**config.mk**
```make
export PLATFORM = sky130hd
export DESIGN_NAME = reg_dump_scanner
export DESIGN_NICKNAME = d
export VERILOG_FILES = /design/src/rtl/reg_dump_pkg.sv /design/src/rtl/reg_dump_ser.sv /design/src/rtl/reg_dump_scanner.sv
export SDC_FILE = /design/constraint.sdc
export NUM_CORES = 1
export LEC_CHECK = 0
export ABC_AREA = 1
export CORE_MARGIN = 5
export CORE_UTILIZATION = 58
export CTS_CLUSTER_SIZE = 40
export DETAILED_ROUTE_END_ITERATION = 7
export GPL_TIMING_DRIVEN = 0
export PLACE_DENSITY_LB_ADDON = 0.3
export SKIP_LAST_GASP = 1
export SLEW_MARGIN = 30
export SYNTH_ARGS = -nofsm -noshare
export SYNTH_HDL_FRONTEND = slang
export SYNTH_SLANG_ARGS = --single-unit
export TNS_END_PERCENT = 50
```
**constraint.sdc**
```tcl
create_clock -name clk -period 2.85 [get_ports clk]
set_input_delay 0.285 -clock clk [delete_from_list [all_inputs] [get_ports clk]]
set_output_delay 0.285 -clock clk [all_outputs]
set_load 0.02 [all_outputs]
```
**src/rtl/reg_dump_pkg.sv**
```systemverilog
// Shared types and constants for the register dump scanner.
// Holds the scan FSM state encoding, the byte-slot type and the index-byte tag default.
// No logic lives here apart from a small byte-select helper.
package reg_dump_pkg;

  // Scan FSM states. CSUM is reachable only when REG_DUMP_CHECKSUM_EN is defined.
  typedef enum logic [2:0] {
    ST_IDLE = 3'd0,
    ST_SEL  = 3'd1,
    ST_CAP  = 3'd2,
    ST_SEND = 3'd3,
    ST_CSUM = 3'd4,
    ST_FIN  = 3'd5
  } state_e;

  localparam int BYTES_PER_REG = 5;
  localparam logic [2:0] IDX_TAG_DEFAULT = 3'b101;

  // Byte slot within one register's record: 0 = index byte, 1..4 = data bytes LSB first.
  typedef logic [2:0] slot_t;
  localparam slot_t LAST_SLOT = slot_t'(BYTES_PER_REG - 1);

  // Data byte for slots 1..4; slot 0 (the index byte) is built by the caller.
  function automatic logic [7:0] word_byte(input logic [31:0] w, input slot_t s);
    logic [7:0] b;
    b = 8'h00;
    case (s)
      3'd1:    b = w[7:0];
      3'd2:    b = w[15:8];
      3'd3:    b = w[23:16];
      3'd4:    b = w[31:24];
      default: b = 8'h00;
    endcase
    return b;
  endfunction

endpackage

```
**src/rtl/reg_dump_ser.sv**
```systemverilog
// Purpose : serialise one captured register as {tag,index}, d[7:0], d[15:8], d[23:16], d[31:24].
// Latency : first byte valid the cycle after i_load; one byte per accepted handshake.
// Backpr. : o_tx_data/o_tx_valid held stable until o_tx_valid && i_tx_ready.
// Ports   : i_clk, i_rst (async, active-high), i_load/i_word/i_idx load a record,
//           o_tx_data/o_tx_valid/i_tx_ready stream, o_last_acc pulses when slot 4 is accepted.
module reg_dump_ser
  import reg_dump_pkg::*;
#(
  parameter logic [2:0] IDX_TAG = IDX_TAG_DEFAULT
) (
  input  logic        i_clk,
  input  logic        i_rst,
  input  logic        i_load,
  input  logic [31:0] i_word,
  input  logic [4:0]  i_idx,
  input  logic        i_tx_ready,
  output logic [7:0]  o_tx_data,
  output logic        o_tx_valid,
  output logic        o_last_acc
);

  logic [31:0] r_word;
  slot_t       r_slot;
  logic [7:0]  r_data;
  logic        r_valid;
  logic        w_acc;
  slot_t       w_slot_nxt;

  assign w_acc      = r_valid & i_tx_ready;
  assign w_slot_nxt = slot_t'(r_slot + 3'd1);

  always_ff @(posedge i_clk or posedge i_rst) begin
    if (i_rst) begin
      r_word  <= 32'h0;
      r_slot  <= '0;
      r_data  <= 8'h00;
      r_valid <= 1'b0;
    end else if (i_load) begin
      // The holding register is the capture point for reg_data.
      r_word  <= i_word;
      r_slot  <= '0;
      r_data  <= {IDX_TAG, i_idx};
      r_valid <= 1'b1;
    end else if (w_acc) begin
      if (r_slot == LAST_SLOT) begin
        r_valid <= 1'b0;
        r_slot  <= '0;
      end else begin
        r_slot <= w_slot_nxt;
        r_data <= word_byte(r_word, w_slot_nxt);
      end
    end
  end

  assign o_tx_data  = r_data;
  assign o_tx_valid = r_valid;
  assign o_last_acc = w_acc && (r_slot == LAST_SLOT);

endmodule

```
**src/rtl/reg_dump_scanner.sv**
```systemverilog
// Purpose : on one start pulse, walk reg_sel over 0..NREG-1 and stream 5 bytes per register.
// Latency : start at edge k -> first tx_valid at edge k+SETTLE+1; >= SETTLE+6 cycles per register.
// Backpr. : stream advances only on tx_valid && tx_ready; stalled bytes are held stable.
// Ports   : clk, rst (async, active-high), start, busy, done, reg_sel/reg_data (regfile debug
//           port), tx_data/tx_valid/tx_ready (byte stream).
// Option  : REG_DUMP_CHECKSUM_EN appends one byte making the stream sum 0 mod 256.
module reg_dump_scanner
  import reg_dump_pkg::*;
#(
  parameter int         NREG    = 32,
  parameter int         SETTLE  = 1,
  parameter logic [2:0] IDX_TAG = IDX_TAG_DEFAULT
) (
  input  logic        clk,
  input  logic        rst,
  input  logic        start,
  output logic        busy,
  output logic        done,
  output logic [4:0]  reg_sel,
  input  logic [31:0] reg_data,
  output logic [7:0]  tx_data,
  output logic        tx_valid,
  input  logic        tx_ready
);

  localparam logic [4:0] LAST_IDX  = 5'(NREG - 1);
  localparam logic [3:0] SETTLE_LD = 4'(SETTLE);

  state_e     r_state;
  logic [4:0] r_index;
  logic [4:0] r_sel;
  logic [3:0] r_settle;
  logic       r_busy;
  logic       r_done;

  logic       w_load;
  logic       w_last_acc;
  logic       w_ser_vld;
  logic [7:0] w_ser_dat;
  logic       w_last_reg;

  assign w_load     = (r_state == ST_CAP);
  assign w_last_reg = (r_index == LAST_IDX);

  reg_dump_ser #(
    .IDX_TAG (IDX_TAG)
  ) u_ser (
    .i_clk      (clk),
    .i_rst      (rst),
    .i_load     (w_load),
    .i_word     (reg_data),
    .i_idx      (r_index),
    .i_tx_ready (tx_ready),
    .o_tx_data  (w_ser_dat),
    .o_tx_valid (w_ser_vld),
    .o_last_acc (w_last_acc)
  );

  always_ff @(posedge clk or posedge rst) begin
    if (rst) begin
      r_state  <= ST_IDLE;
      r_index  <= 5'd0;
      r_sel    <= 5'd0;
      r_settle <= 4'd0;
      r_busy   <= 1'b0;
      r_done   <= 1'b0;
    end else begin
      case (r_state)
        ST_IDLE: begin
          if (start) begin
            r_state  <= ST_SEL;
            r_busy   <= 1'b1;
            r_index  <= 5'd0;
            r_sel    <= 5'd0;
            r_settle <= SETTLE_LD;
          end
        end
        ST_SEL: begin
          // SEL lasts exactly SETTLE cycles so reg_data has settled by the CAP edge.
          if (r_settle <= 4'd1) begin
            r_settle <= 4'd0;
            r_state  <= ST_CAP;
          end else begin
            r_settle <= r_settle - 4'd1;
          end
        end
        ST_CAP: begin
          r_state <= ST_SEND;
        end
        ST_SEND: begin
          if (w_last_acc) begin
            if (w_last_reg) begin
`ifdef REG_DUMP_CHECKSUM_EN
              r_state <= ST_CSUM;
`else
              r_state <= ST_FIN;
              r_busy  <= 1'b0;
              r_done  <= 1'b1;
`endif
            end else begin
              r_index  <= r_index + 5'd1;
              r_sel    <= r_index + 5'd1;
              r_settle <= SETTLE_LD;
              r_state  <= ST_SEL;
            end
          end
        end
`ifdef REG_DUMP_CHECKSUM_EN
        ST_CSUM: begin
          if (tx_ready) begin
            r_state <= ST_FIN;
            r_busy  <= 1'b0;
            r_done  <= 1'b1;
          end
        end
`endif
        ST_FIN: begin
          // start is deliberately not looked at here.
          r_done  <= 1'b0;
          r_sel   <= 5'd0;
          r_index <= 5'd0;
          r_state <= ST_IDLE;
        end
        default: begin
          r_state <= ST_IDLE;
        end
      endcase
    end
  end

`ifdef REG_DUMP_CHECKSUM_EN
  logic [7:0] r_sum;
  logic [7:0] r_csum;
  logic [7:0] w_sum_nxt;

  assign w_sum_nxt = r_sum + w_ser_dat;

  always_ff @(posedge clk or posedge rst) begin
    if (rst) begin
      r_sum  <= 8'h00;
      r_csum <= 8'h00;
    end else begin
      if ((r_state == ST_IDLE) && start) begin
        r_sum <= 8'h00;
      end else if (w_ser_vld && tx_ready) begin
        r_sum <= w_sum_nxt;
      end
      // Final data byte is folded in here since r_sum only sees it at this same edge.
      if (w_last_acc && w_last_reg) begin
        r_csum <= 8'h00 - w_sum_nxt;
      end
    end
  end

  assign tx_valid = w_ser_vld | (r_state == ST_CSUM);
  assign tx_data  = (r_state == ST_CSUM) ? r_csum : w_ser_dat;
`else
  assign tx_valid = w_ser_vld;
  assign tx_data  = w_ser_dat;
`endif

  assign busy    = r_busy;
  assign done    = r_done;
  assign reg_sel = r_sel;

endmodule

```
==> results.md, run 1 <==
- WS Path Type: reg -> reg
- Die height: approximately 84 µm
- R2R depth: 10
- First-pass GRT wire length: about 12000 µm
- Total negative setup slack: 0 ns
- Leak pwr: 2.040 nW
- Worst slack, placed: about 1.1 ns
- Cell area after synthesis: about 3200 µm²
- Root Driver: clkbuf_8
- Syn Inst Count: around 400
- Final Hold Fails: 0
- Slowest cell on crit path: dfrtp_1
- Slew Limit Headroom: roughly 73%
- Largest fanout on the critical path: 10
- RSZ-0062 raised after global routing: false
- Min-Delay Path Class: in -> async
- Critical Path Source Type: register
- Starting DRT DRC Count: 147
- Die area: approximately 7000 µm²
- Post-CTS Setup Repair Bufs: 0
- FF-to-FF setup slack: 1.09 ns
- Worst vdd ir: 538.0 µV
- DRT Pass-1 Iters: 4
- Critical Path Max Stage Delay: between 0.4 and 0.5 ns
- Post-synth ARST share: 100.0%
- Routed wire per std cell: 13.41 µm
- Pins Over Slew Limit: 0
- P&R area growth vs syn: 25.05%
- Avg Inst Size Synth: roughly 7.9 µm²
- Yosys cell types: 30
- WP data arrival: between 1.5 and 2 ns
- Antenna diode count: 0
- F_max: approximately 570 MHz
- Vias in the first global route: between 2000 and 3000
- Total track usage: about a fifth
- Worst Slack Setup Final: roughly 1.1 ns
- Clock Latency Late Sink: roughly 0.34 ns
- Crit path cell chain: inv_1 -> ha_1 -> clkbuf_8 -> nand2_2 -> nor2_2 -> nor2_2 -> inv_2 -> nand2_4 -> o21ai_0 -> o21ai_0
- CP endpoint kind: register
- Setup Viol. Count Final: 0
- Reg2reg end: r_settle[1]
- CTS hold repair buffers: 0
- CTS tree: done
- PortBufs: 51
- Power per cell area: between 1000 and 1500 nW/µm²
- Max Cap Violations: 0
- DPL Wire Length: approximately 5400 µm
- Cell family with most CP delay: flip-flops
- Mapped Nets: around 440
- Clock sinks: 58
- Initial antenna violation count: 0
- Prevailing post-synth register cell: dfrtp_1
- EDFF count, synth: 0
- DR vias: ~2800
- NumNets Final: just over 500
- Routed WL: between 7000 and 8000 µm
- Largest net degree at the start of global routing: 35
- Run status: finished clean
- Clock slew at reported path FFs: ~0.060 ns
- Vias/cell: 5.144
- Synth Register Bits: between 50 and 60
- Initial Utilization: 60.65%
- Clock buffer depth: 2
- Share of cells above drive strength 1: 12.45%
- H-tree Lvls: 3
- Number of remaining DRC errors: 0
- Std cell rows: 26
- IO Count: 52
- Core box area: around 5200 µm²
- Min cycle time layout: 1.763 ns
- Synthesis Warnings: 0
- Total gr overflow: 0
- Final Cycle Share: around three fifths
- Post-CTS resize count: 0
- Chip Width: between 80 and 90 µm
- Final Wtd Congestion: between 0.8 and 0.9
- Worst r2r src: u_ser.r_slot[0]
- Worst Path Buf+Inv: 3
- Antenna-violating nets left: 0
- Worst slew pin tran: ~0.40 ns
- Fin util: between 70 and 80%
- CP required: 3.05 ns
- Register area share after synthesis: a little under half
- Total Power: about 4.2 mW
- Num CTS Buffers: 9
- Clk_skew: just over 0.008 ns
through the flow:
step | std cells | hold slack (ns) | instance area (µm²)
floorplan | 399 | 0.3946 | 3157
global route | 536 | 0.3060 | 3948
CTS | 536 | 0.2709 | 3948
detailed placement | 521 | 0.4693 | 3777
global placement | 520 | 0.4566 | 3755
finish | 536 | 0.2700 | 3948
layout by cell type (no fill, tap or decap), types with 2 or more instances in the layout:
cell and n:
a21oi_1 6, buf_12 2, buf_2 4, buf_4 4, buf_6 4, clkbuf_1 2
clkbuf_8 12, clkdlybuf4s50_1 51, clkinv_2 3, dfrtp_1 58, ha_1 9, inv_1 35
inv_2 5, inv_4 2, nand2_1 169, nand2_4 3, nand2_8 2, nand3_1 32
nand3_2 10, nand4_1 11, nor2_1 15, nor2_2 4, o21ai_0 8, o21ai_1 6
xor2_1 2
sequential cells by signal, indices dropped and copies added (netlist names):
name              cells
u_ser.o_tx_data       8
r_state               3
u_ser.o_tx_valid      1
done                  1
reg_sel               5
u_ser.r_slot          3
r_settle              4
u_ser.r_word         32
busy                  1
layout make-up:
class	count	area, µm²
clock inverter	3	15.01
sequential	58	1451
clock buffer	12	155.1
fill	418	1257
inverter	42	162.7
multi-input combinational	284	1413
tap	70	87.58
buffer	15	132.6
timing repair buffer	52	530.5
cell usage after synthesis (2+ instances only):
| master | instances | area, µm² |
|---|---|---|
| nand2_8 | 2 | 40.04 |
| buf_4 | 4 | 30.03 |
| xor2_1 | 2 | 17.52 |
| nor2_2 | 4 | 25.02 |
| inv_1 | 36 | 135.1 |
| nand2_1 | 169 | 634.4 |
| nand3_2 | 10 | 100.1 |
| o21ai_1 | 6 | 30.03 |
| a21oi_1 | 6 | 30.03 |
| o21ai_0 | 8 | 40.04 |
| dfrtp_1 | 58 | 1451 |
| nand3_1 | 32 | 160.2 |
| buf_2 | 4 | 20.02 |
| nand2_4 | 3 | 33.78 |
| inv_2 | 5 | 18.77 |
| nor2_1 | 15 | 56.30 |
| ha_1 | 9 | 112.6 |
| buf_6 | 4 | 45.04 |
| nand4_1 | 11 | 68.82 |
worst max-delay path by stage:
stage / cells past startpoint / end / slack, ns / from
floorplan: 1 / busy / 1.14 / rst
global placement: 2 / u_ser.r_word[6] / 0.12 / rst
detailed placement: 10 / r_settle[1] / 1.11 / u_ser.r_slot[0]
CTS: 10 / r_settle[1] / 1.09 / u_ser.r_slot[0]
global route: 10 / r_settle[1] / 0.95 / u_ser.r_slot[0]
finish: 10 / r_settle[1] / 1.09 / u_ser.r_slot[0]
metal layers:
| metal | vias up | share of wire [%] | track usage (%) |
|---|---|---|---|
| met5 | - | 0 | 0 |
| met4 | 0 | 3.0 | 13.60 |
| li1 | 1380 | - | - |
| met1 | 1252 | 43 | 26.05 |
| met2 | 102 | 48 | 34.20 |
| met3 | 23 | 6.4 | 4.541 |
where the power goes:
group | switching, mW | internal [mW]
sequential | 0.276 | 1.18
combinational | 1.25 | 0.822
clock | 0.314 | 0.354
worst reg2reg max path, stage by stage, from the launching register on:
cell and delay [ns]:
dfrtp_1 0.42, inv_1 0.14, ha_1 0.17, clkbuf_8 0.17
nand2_2 0.09, nor2_2 0.13, nor2_2 0.07, inv_2 0.08
nand2_4 0.07, o21ai_0 0.17, o21ai_0 0.12
logic make-up after synthesis:
logic type      count (synthesis)  share of synthesized area (%)
flops                          58                          45.98
buf+inv                        57                          9.275
xor+xnor                        3                         0.8325
fa+ha+maj                       9                          3.567
compound gates                 22                          3.647
simple gates                  250                          36.70
No activity file was read; power rests on OpenSTA's default activity.
==> run 2: changes to the inputs <==
- CORE_UTILIZATION: 58 -> 48
- clock period: 2.85 -> 1.47 ns (I/O delays scaled with it)
==> results.md, run 2 (synthesis gave the netlist of run 1 again) <==
- Initial antenna violation count: 0 (unchanged)
- Placed cells: 529 (was 521)
- F_max: 650.6 MHz (was 567.3 MHz)
- P&R area growth vs syn: 39.64% (was 25.05%)
- WP data arrival: 1.80 ns (was 1.97 ns)
- Clock buffer depth: 2 (unchanged)
- Core box area: 6386 µm² (was 5205 µm²)
- CP required: 1.73 ns (was 3.05 ns)
- NumNets Final: 526 (was 507)
- First-pass GRT wire length: 12630 µm (was 11940 µm)
- Slew Limit Headroom: 75.05% (was 73.48%)
- Largest fanout on the critical path: 7 (was 10)
- CP most frequent cell: nor2_4
- Num CTS Buffers: 9 (unchanged)
- Initial Utilization: 49.43% (was 60.65%)
- Critical Path Max Stage Delay: 0.45 ns (was 0.42 ns)
- Std cell rows: 29 (was 26)
- Min-Delay Path Class: in -> async (unchanged)
- Worst Slack Setup Final: -0.06709 ns (was 1.087 ns)
- Share of cells above drive strength 1: 26.34% (was 12.45%)
- Min cycle time layout: 1.537 ns (was 1.763 ns)
- Worst r2r src: u_ser.r_slot[1] (was u_ser.r_slot[0])
- Finished Layout Cells: 563 (was 536)
- Die area: 8298 µm² (was 7018 µm²)
- Commonest non-fill, non-tap cells in the layout: 151 x nand2_1, 53 x dfrtp_1, 46 x clkdlybuf4s50_1, 28 x inv_1, 24 x nand3_1 (was 169 x nand2_1, 58 x dfrtp_1, 51 x clkdlybuf4s50_1, 35 x inv_1, 32 x nand3_1)
- DRT Pass-1 Iters: 4 (unchanged)
- Antenna-violating nets left: 0 (unchanged)
- Crit path cell chain: inv_2 -> ha_4 -> nand2_4 -> nor2_4 -> nor2_4 -> inv_2 -> nand2_4 -> nor2_4 -> nand2_1 -> o21ai_1 (was inv_1 -> ha_1 -> clkbuf_8 -> nand2_2 -> nor2_2 -> nor2_2 -> inv_2 -> nand2_4 -> o21ai_0 -> o21ai_0)
- Routed wire per std cell: 14.69 µm (was 13.41 µm)
- DPL Wire Length: 5486 µm (was 5351 µm)
- Worst Path Buf+Inv: 2 (was 3)
- Clk_skew: 0.009755 ns (was 0.008099 ns)
- Pins Over Slew Limit: 0 (unchanged)
- WS Path Type: reg -> reg (unchanged)
- Top reg by flops: u_ser.r_word (unchanged)
- Routed WL: 8268 µm (was 7190 µm)
- Power per cell area: 2133 nW/µm² (was 1064 nW/µm²)
- Max Cap Violations: 0 (unchanged)
- FF-to-FF setup slack: -0.07 ns (was 1.09 ns)
- CTS hold repair buffers: 0 (unchanged)
- Total track usage: 18.60% (was 21.36%)
- Area taken by multi-input logic gates: 1654 µm² (was 1413 µm²)
- Largest net degree at the start of global routing: 28 (was 35)
- RSZ-0062 raised after global routing: true (was false)
- Antenna diode count: 0 (unchanged)
- Failing checks: setup timing
- DR vias: 2917 (was 2757)
- Clock Latency Late Sink: 0.34 ns (about the same)
- Vias/cell: 5.181 (was 5.144)
- CTS tree: done (unchanged)
- CP endpoint kind: register (unchanged)
- Chip Width: 91.10 µm (was 83.78 µm)
- IO Count: 52 (unchanged)
- Largest register FFs: 32 (unchanged)
- Vias in the first global route: 2805 (was 2687)
- Total gr overflow: 0 (unchanged)
- H-tree Lvls: 3 (unchanged)
- Leak pwr: 2.231 nW (was 2.040 nW)
- Worst slew pin tran: 0.3735 ns (was 0.3978 ns)
- Setup Viol. Count Final: 13 (was 0)
- PortBufs: 51 (unchanged)
- Starting DRT DRC Count: 240 (was 147)
- Critical Path Source Type: register (unchanged)
- Clock slew at reported path FFs: 0.07 ns (was 0.06 ns)
- Hold slack final: 0.1407 ns (was 0.2700 ns)
- Final Cycle Share: 104.6% (was 61.85%)
- Final Wtd Congestion: 0.8604 (was 0.8833)
- Slowest cell on crit path: dfrtp_2 (was dfrtp_1)
- Clock sinks: 58 (unchanged)
- Crit. Startpoint: u_ser.r_slot[1] (was u_ser.r_slot[0])
- Most common cell after layout, fill and taps aside: nand2_1 (unchanged)
- Fillers: 528 (was 418)
- Root Driver: clkbuf_8 (unchanged)
- Worst vdd ir: 1113 µV (was 538.0 µV)
- Run status: finished with violations (was finished clean)
- Number of remaining DRC errors: 0 (unchanged)
- Cell family with most CP delay: simple AND/OR/NAND/NOR gates (was flip-flops)
- Die height: 91.10 µm (was 83.78 µm)
- Final Hold Fails: 0 (unchanged)
- FF/Latch Area: 1458 µm² (was 1451 µm²)
[run 2: cell types whose count changed in the layout (fill, tap and decap cells not counted), sizes merged]
cell,previous run,this run
buf,14,32
clkbuf,14,15
clkdlybuf4s50,51,46
clkinvlp,0,1
dlymetal6s2s,0,5
inv,42,41
nand2,175,176
[run 2: what timing repair did]
item                       4_1_cts  5_1_grt
pin swaps                        6       24
gates cloned                     0        5
setup endpoints to repair       29       55
setup buffers                    9        6
gates resized for setup         14       62
[run 2: report_power, final]
| group | total [mW] | switching [mW] | internal, mW |
|---|---|---|---|
| registers | 2.90 | 0.599 | 2.30 |
| clock network | 1.26 | 0.606 | 0.650 |
| logic | 5.24 | 2.95 | 2.29 |
| total | 9.40 | 4.15 | 5.25 |
[run 2: worst reg2reg max path, stage by stage (launching register included)]
cell and delay [ns]:
dfrtp_2 0.45, inv_2 0.10, ha_4 0.16, nand2_4 0.07
nor2_4 0.12, nor2_4 0.05, inv_2 0.08, nand2_4 0.08
nor2_4 0.20, nand2_1 0.08, o21ai_1 0.08
[run 2: cell type report]
type	count	area share, %
Sequential cell	58	33.07
Clock inverter	3	0.3406
Tap cell	77	2.186
Inverter	42	3.775
Timing Repair Buffer	72	16.86
Buffer	13	2.867
Clock buffer	13	3.378
Multi-Input combinational cell	285	37.52
[run 2: final timing paths]
check / endpoint / cells past startpoint
setup / recovery: reg_sel[3] / 10
hold / removal: r_state[1] / 2
setup reg to reg: reg_sel[3] / 10
hold reg to reg: u_ser.o_tx_data[6] / 2
max in group asynchronous: u_ser.r_word[4] / 4
min in group clk: u_ser.r_word[6] / 3
[run 2: stage by stage]
| stage | instance area, µm² | power, mW | util [%] | setup WS (ns) | TNS (ns) |
|---|---|---|---|---|---|
| final | 4408 | 9.400 | 69.02 | -0.06709 | -0.4201 |
| after global placement | 3767 | 6.685 | 58.99 | -0.1622 | -6.480 |
| after global routing | 4408 | 10.07 | 69.02 | -0.1382 | -1.934 |
| after detailed placement | 3815 | 6.849 | 59.74 | -0.2257 | -3.413 |
| after floorplan | 3161 | 5.672 | - | -0.09382 | -0.6588 |
| after CTS | 4081 | 8.386 | 63.91 | -0.09441 | -1.217 |
[run 2: metal layers]
| metal | part of all wire (%) | wire length [µm] | GRT usage [%] | vias to the layer above |
|---|---|---|---|---|
| li1 | - | - | - | 1421 |
| met1 | 42 | 3432 | 23.47 | 1376 |
| met2 | 50 | 4164 | 31.25 | 103 |
| met3 | 6.1 | 507 | 3.140 | 17 |
| met4 | 2.0 | 164 | 8.313 | 0 |
| met5 | 0 | 0 | 0 | - |
